<file path="config.mk">
export PLATFORM = sky130hd
export DESIGN_NAME = pwm_breathe_ctrl
export DESIGN_NICKNAME = d
export VERILOG_FILES = /design/src/rtl/pwm_pkg.sv /design/src/rtl/pwm_chan.sv /design/src/rtl/pwm_breathe_ctrl.sv
export SDC_FILE = /design/constraint.sdc
export NUM_CORES = 1
export LEC_CHECK = 0
export ABC_AREA = 1
export CAP_MARGIN = 20
export CORE_MARGIN = 2
export CORE_UTILIZATION = 40
export CTS_CLUSTER_DIAMETER = 80
export DETAILED_ROUTE_END_ITERATION = 7
export GPL_TIMING_DRIVEN = 0
export PLACE_DENSITY = 0.67
export SLEW_MARGIN = 20
export SYNTH_ARGS = -nofsm -noshare
export SYNTH_HDL_FRONTEND = slang
export SYNTH_SLANG_ARGS = --single-unit
</file>
<file path="constraint.sdc">
create_clock -name clk -period 2.82 [get_ports clk]
set_input_delay 0.564 -clock clk [delete_from_list [all_inputs] [get_ports clk]]
set_output_delay 0.564 -clock clk [all_outputs]
set_load 0.02 [all_outputs]
</file>
<file path="src/rtl/pwm_pkg.sv">
// Shared types and default constants for the breathing-LED PWM controller.
package pwm_pkg;

   typedef enum logic {
      MANUAL = 1'b0,
      AUTO   = 1'b1
   } mode_t;

   localparam int DEF_WIDTH    = 11;
   localparam int DEF_NCH      = 4;
   localparam int DEF_STEP_W   = 4;
   localparam int DEF_PRESCALE = 1048576;

endpackage

</file>
<file path="src/rtl/pwm_chan.sv">
// One PWM channel: triangle-stepping brightness level, period-aligned duty
// reload and the registered comparator output.
module pwm_chan
   import pwm_pkg::*;
#(
   parameter int WIDTH  = DEF_WIDTH,
   parameter int STEP_W = DEF_STEP_W
) (
   input  logic              clk,
   input  logic              rst,
   input  logic              step_en,
   input  logic              period_end,
   input  logic [WIDTH-1:0]  pwm_cnt,
   output logic              pwm_sig,
   output logic [STEP_W-1:0] level
);

   localparam logic [STEP_W-1:0] LVL_MAX = '1;

   logic             dwn;
   logic [WIDTH-1:0] duty_act;
   logic [WIDTH-1:0] target;

   // Level occupies the top STEP_W bits of the duty word.
   assign target = WIDTH'(level) << (WIDTH - STEP_W);

   always_ff @(posedge clk or posedge rst) begin
      if (rst) begin
         level    <= '0;
         dwn      <= 1'b0;
         duty_act <= '0;
         pwm_sig  <= 1'b0;
      end else begin
         // Turning around at an endpoint moves one step away so the endpoint
         // is never repeated.
         if (step_en) begin
            if (!dwn) begin
               if (level != LVL_MAX) begin
                  level <= level + 1'b1;
               end else begin
                  level <= LVL_MAX - 1'b1;
                  dwn   <= 1'b1;
               end
            end else begin
               if (level != '0) begin
                  level <= level - 1'b1;
               end else begin
                  level <= STEP_W'(1);
                  dwn   <= 1'b0;
               end
            end
         end
         if (period_end) begin
            duty_act <= target;
         end
         // NOTE: non-blocking, so this compare uses the duty_act held before
         // this edge; a reload at the period end only shows from pwm_cnt=0.
         pwm_sig <= (pwm_cnt < duty_act);
      end
   end

endmodule

</file>
<file path="src/rtl/pwm_breathe_ctrl.sv">
// Multi-channel breathing PWM controller: shared period counter, MANUAL/AUTO
// mode machine, auto-ramp prescaler and channel selector.
module pwm_breathe_ctrl
   import pwm_pkg::*;
#(
   parameter int WIDTH    = DEF_WIDTH,
   parameter int NCH      = DEF_NCH,
   parameter int STEP_W   = DEF_STEP_W,
   parameter int PRESCALE = DEF_PRESCALE,
   localparam int SEL_W   = (NCH > 1) ? $clog2(NCH) : 1
) (
   input  logic              clk,
   input  logic              rst,
   input  logic              step,
   input  logic              mode_tgl,
   input  logic              sel_nxt,
   output logic [NCH-1:0]    pwm_sig,
   output logic [SEL_W-1:0]  sel_ch,
   output logic [STEP_W-1:0] sel_level,
   output logic              auto_mode
);

   localparam int               PRE_W    = $clog2(PRESCALE);
   localparam logic [WIDTH-1:0] CNT_LAST = '1;
   localparam logic [PRE_W-1:0] PRE_LAST = PRE_W'(PRESCALE - 1);
   localparam logic [SEL_W-1:0] SEL_LAST = SEL_W'(NCH - 1);

   mode_t             state;
   logic [WIDTH-1:0]  pwm_cnt;
   logic [PRE_W-1:0]  presc;
   logic              auto_tick;
   logic              period_end;
   logic [NCH-1:0]    step_en;
   logic [STEP_W-1:0] level [NCH];

   assign auto_tick  = (state == AUTO) && (presc == PRE_LAST);
   assign period_end = (pwm_cnt == CNT_LAST);
   assign auto_mode  = (state == AUTO);
   assign sel_level  = level[sel_ch];

   // A coincident mode_tgl discards a manual step; auto ticks hit all channels.
   always_comb begin
      // NOTE: default first so every path assigns step_en and no latch forms.
      step_en = '0;
      if (auto_tick) begin
         step_en = '1;
      end else if ((state == MANUAL) && step && !mode_tgl) begin
         step_en[sel_ch] = 1'b1;
      end
   end

   always_ff @(posedge clk or posedge rst) begin
      if (rst) begin
         state   <= MANUAL;
         pwm_cnt <= '0;
         presc   <= '0;
         sel_ch  <= '0;
      end else begin
         pwm_cnt <= pwm_cnt + 1'b1;
         if (mode_tgl) begin
            state <= (state == MANUAL) ? AUTO : MANUAL;
         end
         // Held at zero outside AUTO, so every AUTO entry starts a full count.
         if (state != AUTO) begin
            presc <= '0;
         end else begin
            presc <= (presc == PRE_LAST) ? '0 : presc + 1'b1;
         end
         if (sel_nxt) begin
            sel_ch <= (sel_ch == SEL_LAST) ? '0 : sel_ch + 1'b1;
         end
      end
   end

   for (genvar i = 0; i < NCH; i++) begin : g_chan
      pwm_chan #(
         .WIDTH  (WIDTH),
         .STEP_W (STEP_W)
      ) u_chan (
         .clk        (clk),
         .rst        (rst),
         .step_en    (step_en[i]),
         .period_end (period_end),
         .pwm_cnt    (pwm_cnt),
         .pwm_sig    (pwm_sig[i]),
         .level      (level[i])
      );
   end

endmodule

</file>
# Word level (Yosys, flattened, before mapping)
# Index checks and enable logic that the tools add are counted.
# totals
register_bits,74
inputBits,5
out_inout_bits,11
word_cells,91
# classes
add_sub_neg,11
n_lt_le_gt_ge,7
n_eq_ne,7
muxes,35
bitwise,2
n_reduce_logical,9
# ops
operator,count
$mux 4,16
$lt 11x11->1,4
$mux 20,2
$add 20x1->20 const B,1
$eq 20x20->1 const B,1
$add 4x1->4 const B,4
$ne 4x4->1 const B,4
$reduce_bool 4->1,4
$sub 4x1->4 const B,4
$mux 1,14
$add 11x1->11 const B,1
$eq 11x11->1 const B,1
$bmux 4 s2,1
$logic_and 1x1->1,4
$ge 3x3->1 const B,1
$lt 2x3->1 const B,1
$not 2->3,1
$add 2x1->2 const B,1
$demux 1 s2,1
$eq 2x2->1 const B,1
$ge 2x1->1 const B,1
$mux 2,1
$logic_not 1->1,1
$not 1->1,1

# Longest topological paths before layout
# Gate-level depths: netlist of the first run.
# logic_depth
word_depth,6
mapped_depth,9
mapped_depth_nobuf,9

# Hierarchy
# From an unflattened synthesis of the first run, not the netlist that was laid out.
# hier_totals
cells_unflattened,559
hier_area_um2,4429.2
# modules_own_cells
mod,n_inst,cells_per_inst,area_per_inst_um2,seq_area_each_um2
pwm_chan,4,83,634.4,250.2
pwm_breathe_ctrl,1,227,1891.8,850.8

# Least setup slack after synthesis of the first run
# No wires, ideal clock.
# synth_timing
path_type,reg-to-output
startpoint,register sel_ch[0]
endpoint,output sel_level[0]
arrival_time_ns,1.404
t_required_ns,2.256
setup_slack_ns,0.852
stages_incl_launch_ff,5
n_path_buf,1
cell_sequence,dfrtp_1 -> inv_1 -> clkbuf_1 -> a21oi_1 -> a21oi_1
# synth_via
elab_chain_cells,4
# synth_rtl
element,line,rtl
from (decl),pwm_breathe_ctrl.sv:18,"output logic [SEL_W-1:0] sel_ch,"
from (signal assigned),pwm_breathe_ctrl.sv:70,sel_ch <= (sel_ch == SEL_LAST) ? '0 : sel_ch + 1'b1;
$not 2->3 (implied by the code),pwm_breathe_ctrl.sv:39,assign sel_level = level[sel_ch];
$bmux 4 s2,pwm_breathe_ctrl.sv:39,
$mux 4 (implied by the code) (2 in a row),pwm_breathe_ctrl.sv:39,
to (decl),pwm_breathe_ctrl.sv:19,"output logic [STEP_W-1:0] sel_level,"
# Every way passes these cells. The select of a mux whose other input is x is not followed.

# Worst setup path after layout of the first run
# Ends and elaborated chain as after synthesis.

==> metrics.cfg, run 1 <==
[setup_path]
crit-reg2reg-launch=auto_mode$_DFFE_PP0P_
reg2reg_depth=7
rr_endpoint=g_chan[1].u_chan.level[1]$_DFFE_PP0P_
crit_type=reg -> out
cp.arrival_ps=2160
worstPathMaxFanout=11
cp-start-kind=flip-flop
r2r_slack_ps=1060
cp-end-kind=output pin
critPathRequiredTime_ps=2260

[cts]
clk_pin_slew_worst_paths_ps=80
ctsHoldBuffers=0
clockBufferDepth=2
cts_resized=1
cts_tree=yes
numCtsBuffers=9
cts.sinks=74
clk_latency_ps=360
post_cts_buffers=0
cts-root-buf=clkbuf_8
htreeDepth=3

[job]
maxCapViolCount=0

[place]
port_buffers=15
dp_hpwl_um=6350
place_congestion=0.858

[timing]
setup_tns_ps=0
hold_viol_final=0
max_freq_ghz=0.368
rsz0062_at_grt=false
drv_slew=0
slew_headroom_pct=71.8
setup_viol=0
finalClockSkew_ps=11.3
fin_crit_sh_pct=96.5
fin_crit_ps=2720
timing.hold.ws_ps=462
tightestPinTransition_ps=420

[route]
routedWlPerCell_um=12.4
vias_per_cell=4.96
num_vias=3483
wirelength_um=8740
antenna_left=0
first_pass_iters=4
drcViolationCount=0
drtIter0Drc=104

[power]
p_leak_uw=0.00229
irDropWorstVdd_mv=0.534
power_density_nw_per_um2=699

[floorplanning]
core_region_area_um2=10400
die_area_um2=11700
io-pin-count=16
die_width_um=108
rows=37
die_h_um=108
start_util_pct=41.5

[global_route]
grt_overflow=0
grt_max_degree=55
grt_first_pass_wirelength_um=15600
track_usage_pct=16.7
first_global_vias=3374
antenna_found_initial=0

[synth]
ys_ff_latch=74
ys_seq_area_share_pct=42.8
synth.top_cell.area_share_pct=42.8
synth_edf_count=0
syn_avg_cell_area_um2=8.10
synth_top_cells_by_area=dfrtp_1 (43%), nand2_1 (10%), ha_1 (8.7%), nand3_1 (5.8%), inv_1 (5.2%)
synth_most_common_cell=nand2_1
async_flop_share_pct=100
synth_top_cells_by_count=nand2_1 (117), dfrtp_1 (74), inv_1 (60)
netlist_area_um2=4330
synthCells=534
yosys.area.top_type=dfrtp_1
synth-main-ff-cell=dfrtp_1
synthDistinctLibCells=32
ys.warnings.count=0
synth_nets=569

[cells_and_area]
syn_to_final_growth_pct=13.8
nets=596
drive_above_1_share_pct=8.30
insertedDiodeCount=0

[worst_hold_path]
holdPathStages=1
min-delay-start=presc[0]$_DFF_PP0_
min_path_type=reg -> reg
worstHoldEndpoint=presc[0]$_DFF_PP0_

[status]
run_status=finished clean

power breakdown:
| part | switching [uW] | internal [uW] |
|---|---|---|
| clock network | 412 | 593 |
| registers | 151 | 1170 |
| logic | 686 | 434 |
| total | 1250 | 2190 |
cells by family (layout without fill, tap and decap cells):
kind of cell | Yosys count | after routing | synth area share [%]
AO/OA/AOI/OAI | 80 | 80 | 9.92
AND/OR/NAND/NOR | 244 | 244 | 25.1
adder cells (fa/ha/maj) | 30 | 30 | 8.68
XOR/XNOR | 29 | 29 | 5.87
buffers and inverters | 77 | 109 | 7.58
flip-flops | 74 | 74 | 42.8
through the flow:
stage	total power [uW]	instances	area (um2)	setup slack, ps	utilization, %
after floorplan	2090	534	4330	374	-
after global placement	2400	685	4650	-873	44.6
after detailed placement	2440	686	4680	314	44.9
after CTS	3470	702	4920	72.1	47.2
after global routing	3690	702	4920	15.0	47.3
final	3440	702	4920	99.2	47.3
flip-flops by register name (all words and copies together) (netlist names):
signal / cells
presc: 20
sel_ch: 2
g_chan.u_chan.duty_act: 16
auto_mode: 1
pwm_cnt: 11
g_chan.u_chan.pwm_sig: 4
g_chan.u_chan.dwn: 4
g_chan.u_chan.level: 16
per-layer routing:
layer  part of all wire (%)  vias up  global-route usage [%]
li1                       -     1789                       -
met1                     49     1614                    22.8
met2                     45       72                    26.3
met3                    4.4        8                    3.56
met4                   0.96        0                    5.68
met5                      0        -                       0
worst max-delay path by stage:
| stage | start | end | slack, ps | depth (start not counted) |
|---|---|---|---|---|
| 4_1_cts | sel_ch[0]$_DFFE_PP0P_ | sel_level[1] | 70 | 5 |
| 5_1_grt | sel_ch[0]$_DFFE_PP0P_ | sel_level[3] | 20 | 5 |
| 3_5_place_dp | sel_ch[0]$_DFFE_PP0P_ | sel_level[1] | 310 | 5 |
| 2_1_floorplan | rst | auto_mode$_DFFE_PP0P_ | 370 | 1 |
| 3_3_place_gp | rst | g_chan[2].u_chan.level[2]$_DFFE_PP0P_ | -870 | 2 |
| 6_report | sel_ch[0]$_DFFE_PP0P_ | sel_level[0] | 100 | 5 |
cell type report:
type | instances | area, um2
Timing Repair Buffer | 16 | 183
Sequential cell | 74 | 1850
Buffer | 14 | 92.6
Clock buffer | 10 | 128
Inverter | 63 | 239
Clock inverter | 6 | 113
Fill cell | 995 | 5490
Multi-Input combinational cell | 383 | 2150
Tap cell | 136 | 170
layout by cell type, fill, tap and decap left out, types with 2 or more instances in the layout:
cell type        netlist  final
nor3_1                 5      5
buf_6                  2      2
dlymetal6s2s_1         0      2
o211ai_1               4      4
o31ai_1                2      2
xnor2_1               13     13
nand2_1              117    117
inv_1                 60     59
xor2_1                16     16
o21ai_1                6      6
inv_2                  2      2
nand4_1                9      9
buf_4                  4      4
nor2_2                 2      2
clkdlybuf4s50_1        0     13
nand2_2                6      6
inv_6                  0      2
nor2_1                47     47
o21ai_0               41     41
a21o_1                 4      4
ha_1                  30     30
buf_2                  7      7
bufinv_16              0      3
nor2_4                 3      3
nand3_1               50     50
a21oi_1               21     21
dfrtp_1               74     74
clkbuf_8               0      9
critical path: stages (launching register included):
cell and delay, ps:
dfrtp_1 490, inv_1 160, clkbuf_2 250, a21oi_1 110, a21oi_1 170, clkdlybuf4s50_1 630
(Power assumes the default switching activity.)
==> run 2: changes to the inputs <==
--- a/config.mk
+++ b/config.mk
@@ -5,7 +5,6 @@
 export SDC_FILE = /design/constraint.sdc
 export NUM_CORES = 1
 export LEC_CHECK = 0
-export ABC_AREA = 1
 export CAP_MARGIN = 20
 export CORE_MARGIN = 2
 export CORE_UTILIZATION = 40
==> run 2 against run 1 <==
- register-to-register slack got worse by 330 ps
- worst setup slack improved by 71 ps
- hold slack improved by 22 ps
- critical path type unchanged
- largest power group unchanged
==> metrics.cfg, run 2 <==
[status]
run_status=finished clean  ; unchanged

[timing]
max_freq_ghz=0.377  ; was 0.368 GHz
finalClockSkew_ps=10.4  ; was 11.3 ps
tightestPinTransition_ps=784  ; was 420 ps
rsz0062_at_grt=false  ; unchanged
setup_tns_ps=0  ; unchanged
setup_viol=0  ; unchanged
hold_viol_final=0  ; unchanged
timing.hold.ws_ps=484  ; was 462 ps
fin_crit_ps=2650  ; was 2720 ps
fin_crit_sh_pct=94.0  ; was 96.5%
drv_slew=0  ; unchanged
slew_headroom_pct=47.3  ; was 71.8%

[power]
power_density_nw_per_um2=755  ; was 699 nW/um2
p_leak_uw=0.00216  ; was 0.00229 uW
irDropWorstVdd_mv=0.280  ; was 0.534 mV

[synth]
ys_ff_latch=74  ; unchanged
synth_edf_count=0  ; unchanged
synth_most_common_cell=dfrtp_1  ; was nand2_1
async_flop_share_pct=100  ; unchanged
syn_avg_cell_area_um2=9.80  ; was 8.10 um2
synth_top_cells_by_area=dfrtp_1 (44%), ha_1 (9.0%), nor2_1 (3.9%), o21ai_0 (3.8%), mux4_2 (3.8%)  ; was dfrtp_1 (43%), nand2_1 (10%), ha_1 (8.7%), nand3_1 (5.8%), inv_1 (5.2%)
synth.top_cell.area_share_pct=44.4  ; was 42.8%
synth-main-ff-cell=dfrtp_1  ; unchanged
ys.warnings.count=0  ; unchanged
synthCells=426  ; was 534
synth_top_cells_by_count=dfrtp_1 (74), nor2_1 (43), nand2_1 (40)  ; was nand2_1 (117), dfrtp_1 (74), inv_1 (60)
ys_seq_area_share_pct=44.4  ; was 42.8%
netlist_area_um2=4170  ; was 4330 um2
yosys.area.top_type=dfrtp_1  ; unchanged
synth_nets=461  ; was 569
synthDistinctLibCells=41  ; was 32

[worst_hold_path]
min_path_type=reg -> reg  ; unchanged

[floorplanning]
die_area_um2=11300  ; was 11700 um2
io-pin-count=16  ; unchanged
start_util_pct=40.8  ; was 41.5%
die_width_um=106  ; was 108 um
core_region_area_um2=10200  ; was 10400 um2
die_h_um=106  ; was 108 um
rows=37  ; unchanged

[cells_and_area]
final_util_pct=46.4  ; was 47.3%
fin_area_um2=4750  ; was 4920 um2
insertedDiodeCount=0  ; unchanged
regMostFlops=presc  ; unchanged
final_common_cell=dfrtp_1  ; was nand2_1
layout_common_cells=dfrtp_1 (74), nor2_1 (43), nand2_1 (40)  ; was nand2_1 (117), dfrtp_1 (74), inv_1 (59)
finalNonFillerCells=593  ; was 702
syn_to_final_growth_pct=13.7  ; was 13.8%
fillers=946  ; was 995
drive_above_1_share_pct=10.5  ; was 8.30%
nets=487  ; was 596
largest_reg_flops=20  ; unchanged
top_regs=presc: 20 flops, g_chan.u_chan.duty_act: 16 flops, g_chan.u_chan.level: 16 flops  ; unchanged

[place]
place_area_um2=4520  ; was 4680 um2
port_buffers=15  ; unchanged
place_congestion=0.780  ; was 0.858
dp_hpwl_um=5560  ; was 6350 um
dp.cells=578  ; was 686

[route]
wirelength_um=7850  ; was 8740 um
routedWlPerCell_um=13.2  ; was 12.4 um
vias_per_cell=5.12  ; was 4.96
num_vias=3034  ; was 3483
first_pass_iters=4  ; unchanged
drcViolationCount=0  ; unchanged
drtIter0Drc=191  ; was 104
antenna_left=0  ; unchanged

[cts]
clockBufferDepth=2  ; unchanged
ctsHoldBuffers=0  ; unchanged
numCtsBuffers=9  ; unchanged
cts_resized=0  ; was 1
cts-root-buf=clkbuf_8  ; unchanged
clk_latency_ps=350  ; was 360 ps
cts.sinks=74  ; unchanged
htreeDepth=3  ; unchanged
cts_tree=yes  ; unchanged
post_cts_buffers=0  ; unchanged
clk_pin_slew_worst_paths_ps=80  ; about the same

[global_route]
grt_first_pass_wirelength_um=13500  ; was 15600 um
grt_overflow=0  ; unchanged
track_usage_pct=14.9  ; was 16.7%
grt_max_degree=54  ; was 55
first_global_vias=2805  ; was 3374
antenna_found_initial=0  ; unchanged

[setup_path]
cp-start-kind=flip-flop  ; unchanged
cp.arrival_ps=2090  ; was 2160 ps
crit_chain=mux4_2 -> clkdlybuf4s50_1  ; was inv_1 -> clkbuf_2 -> a21oi_1 -> a21oi_1 -> clkdlybuf4s50_1
cp_slowest_cell=dfrtp_1  ; was clkdlybuf4s50_1
max_stage_delay_ps=610  ; was 630 ps
cp-end-kind=output pin  ; unchanged
worstPathMaxFanout=9  ; was 11
crit_type=reg -> out  ; unchanged
critPathRequiredTime_ps=2260  ; about the same

[job]
maxCapViolCount=0  ; unchanged

## run 2: final cells by class
class / count / area (um2) / area share (%)
multi-input cells: 302 / 2120 / 44.6
flip-flops and latches: 74 / 1850 / 39.0
repair buffers: 16 / 178 / 3.74
well taps: 136 / 170 / 3.58
clock buffers: 10 / 138 / 2.90
inverters: 31 / 119 / 2.50
clock inverters: 6 / 88.8 / 1.87
plain buffers: 18 / 85.1 / 1.79
## run 2: critical path: cells and delay by family (launching register included)
kind | cells | cell delay, ps
muxes | 1 | 580
DFF | 1 | 610
buffers and inverters | 1 | 550
## run 2: cell families after synthesis
kind of cell / Yosys count / synth area share (%)
and+or+nand+nor: 143 / 16.5
buffers and inverters: 50 / 4.92
xor gates and xnor gates: 31 / 6.50
AOI/OAI and AO/OA: 78 / 11.6
adders and majority gates: 30 / 8.99
DFF: 74 / 44.4
muxes: 20 / 7.13
## run 2: per-layer routing
metal	track usage, %	vias up	share of wire, %
li1	-	1509	-
met1	20.3	1475	48
met2	23.9	39	48
met3	2.58	11	2.3
met4	5.45	0	1.6
met5	0	-	0
## run 2: path summary, 6_finish.rpt
check / slack, ps / depth (start not counted) / startpoint / endpoint
min reg2reg: 480 / 1 / pwm_cnt[4]$_DFF_PP0_ / pwm_cnt[4]$_DFF_PP0_
min: 480 / 1 / pwm_cnt[4]$_DFF_PP0_ / pwm_cnt[4]$_DFF_PP0_
max reg2reg: 730 / 7 / presc[0]$_DFF_PP0_ / presc[14]$_DFF_PP0_
max in group asynchronous: 1750 / 3 / rst / g_chan[2].u_chan.level[1]$_DFFE_PP0P_
max: 170 / 2 / sel_ch[0]$_DFFE_PP0P_ / sel_level[2]
min in group asynchronous: 510 / 2 / rst / presc[3]$_DFF_PP0_
## run 2: power by group
group / internal (uW) / switching [uW] / leakage [uW]
logic: 554 / 723 / 0.00107
registers: 1190 / 179 / 0.000982
clock network: 524 / 409 / 0.000109
total: 2270 / 1310 / 0.00216
## run 2: metrics by stage
stage	total power, uW	worst slack (ps)
finish	3580	170
global route	3820	89.2
CTS	3600	129
detailed placement	2680	334
global placement	2630	-852
floorplan	2280	374
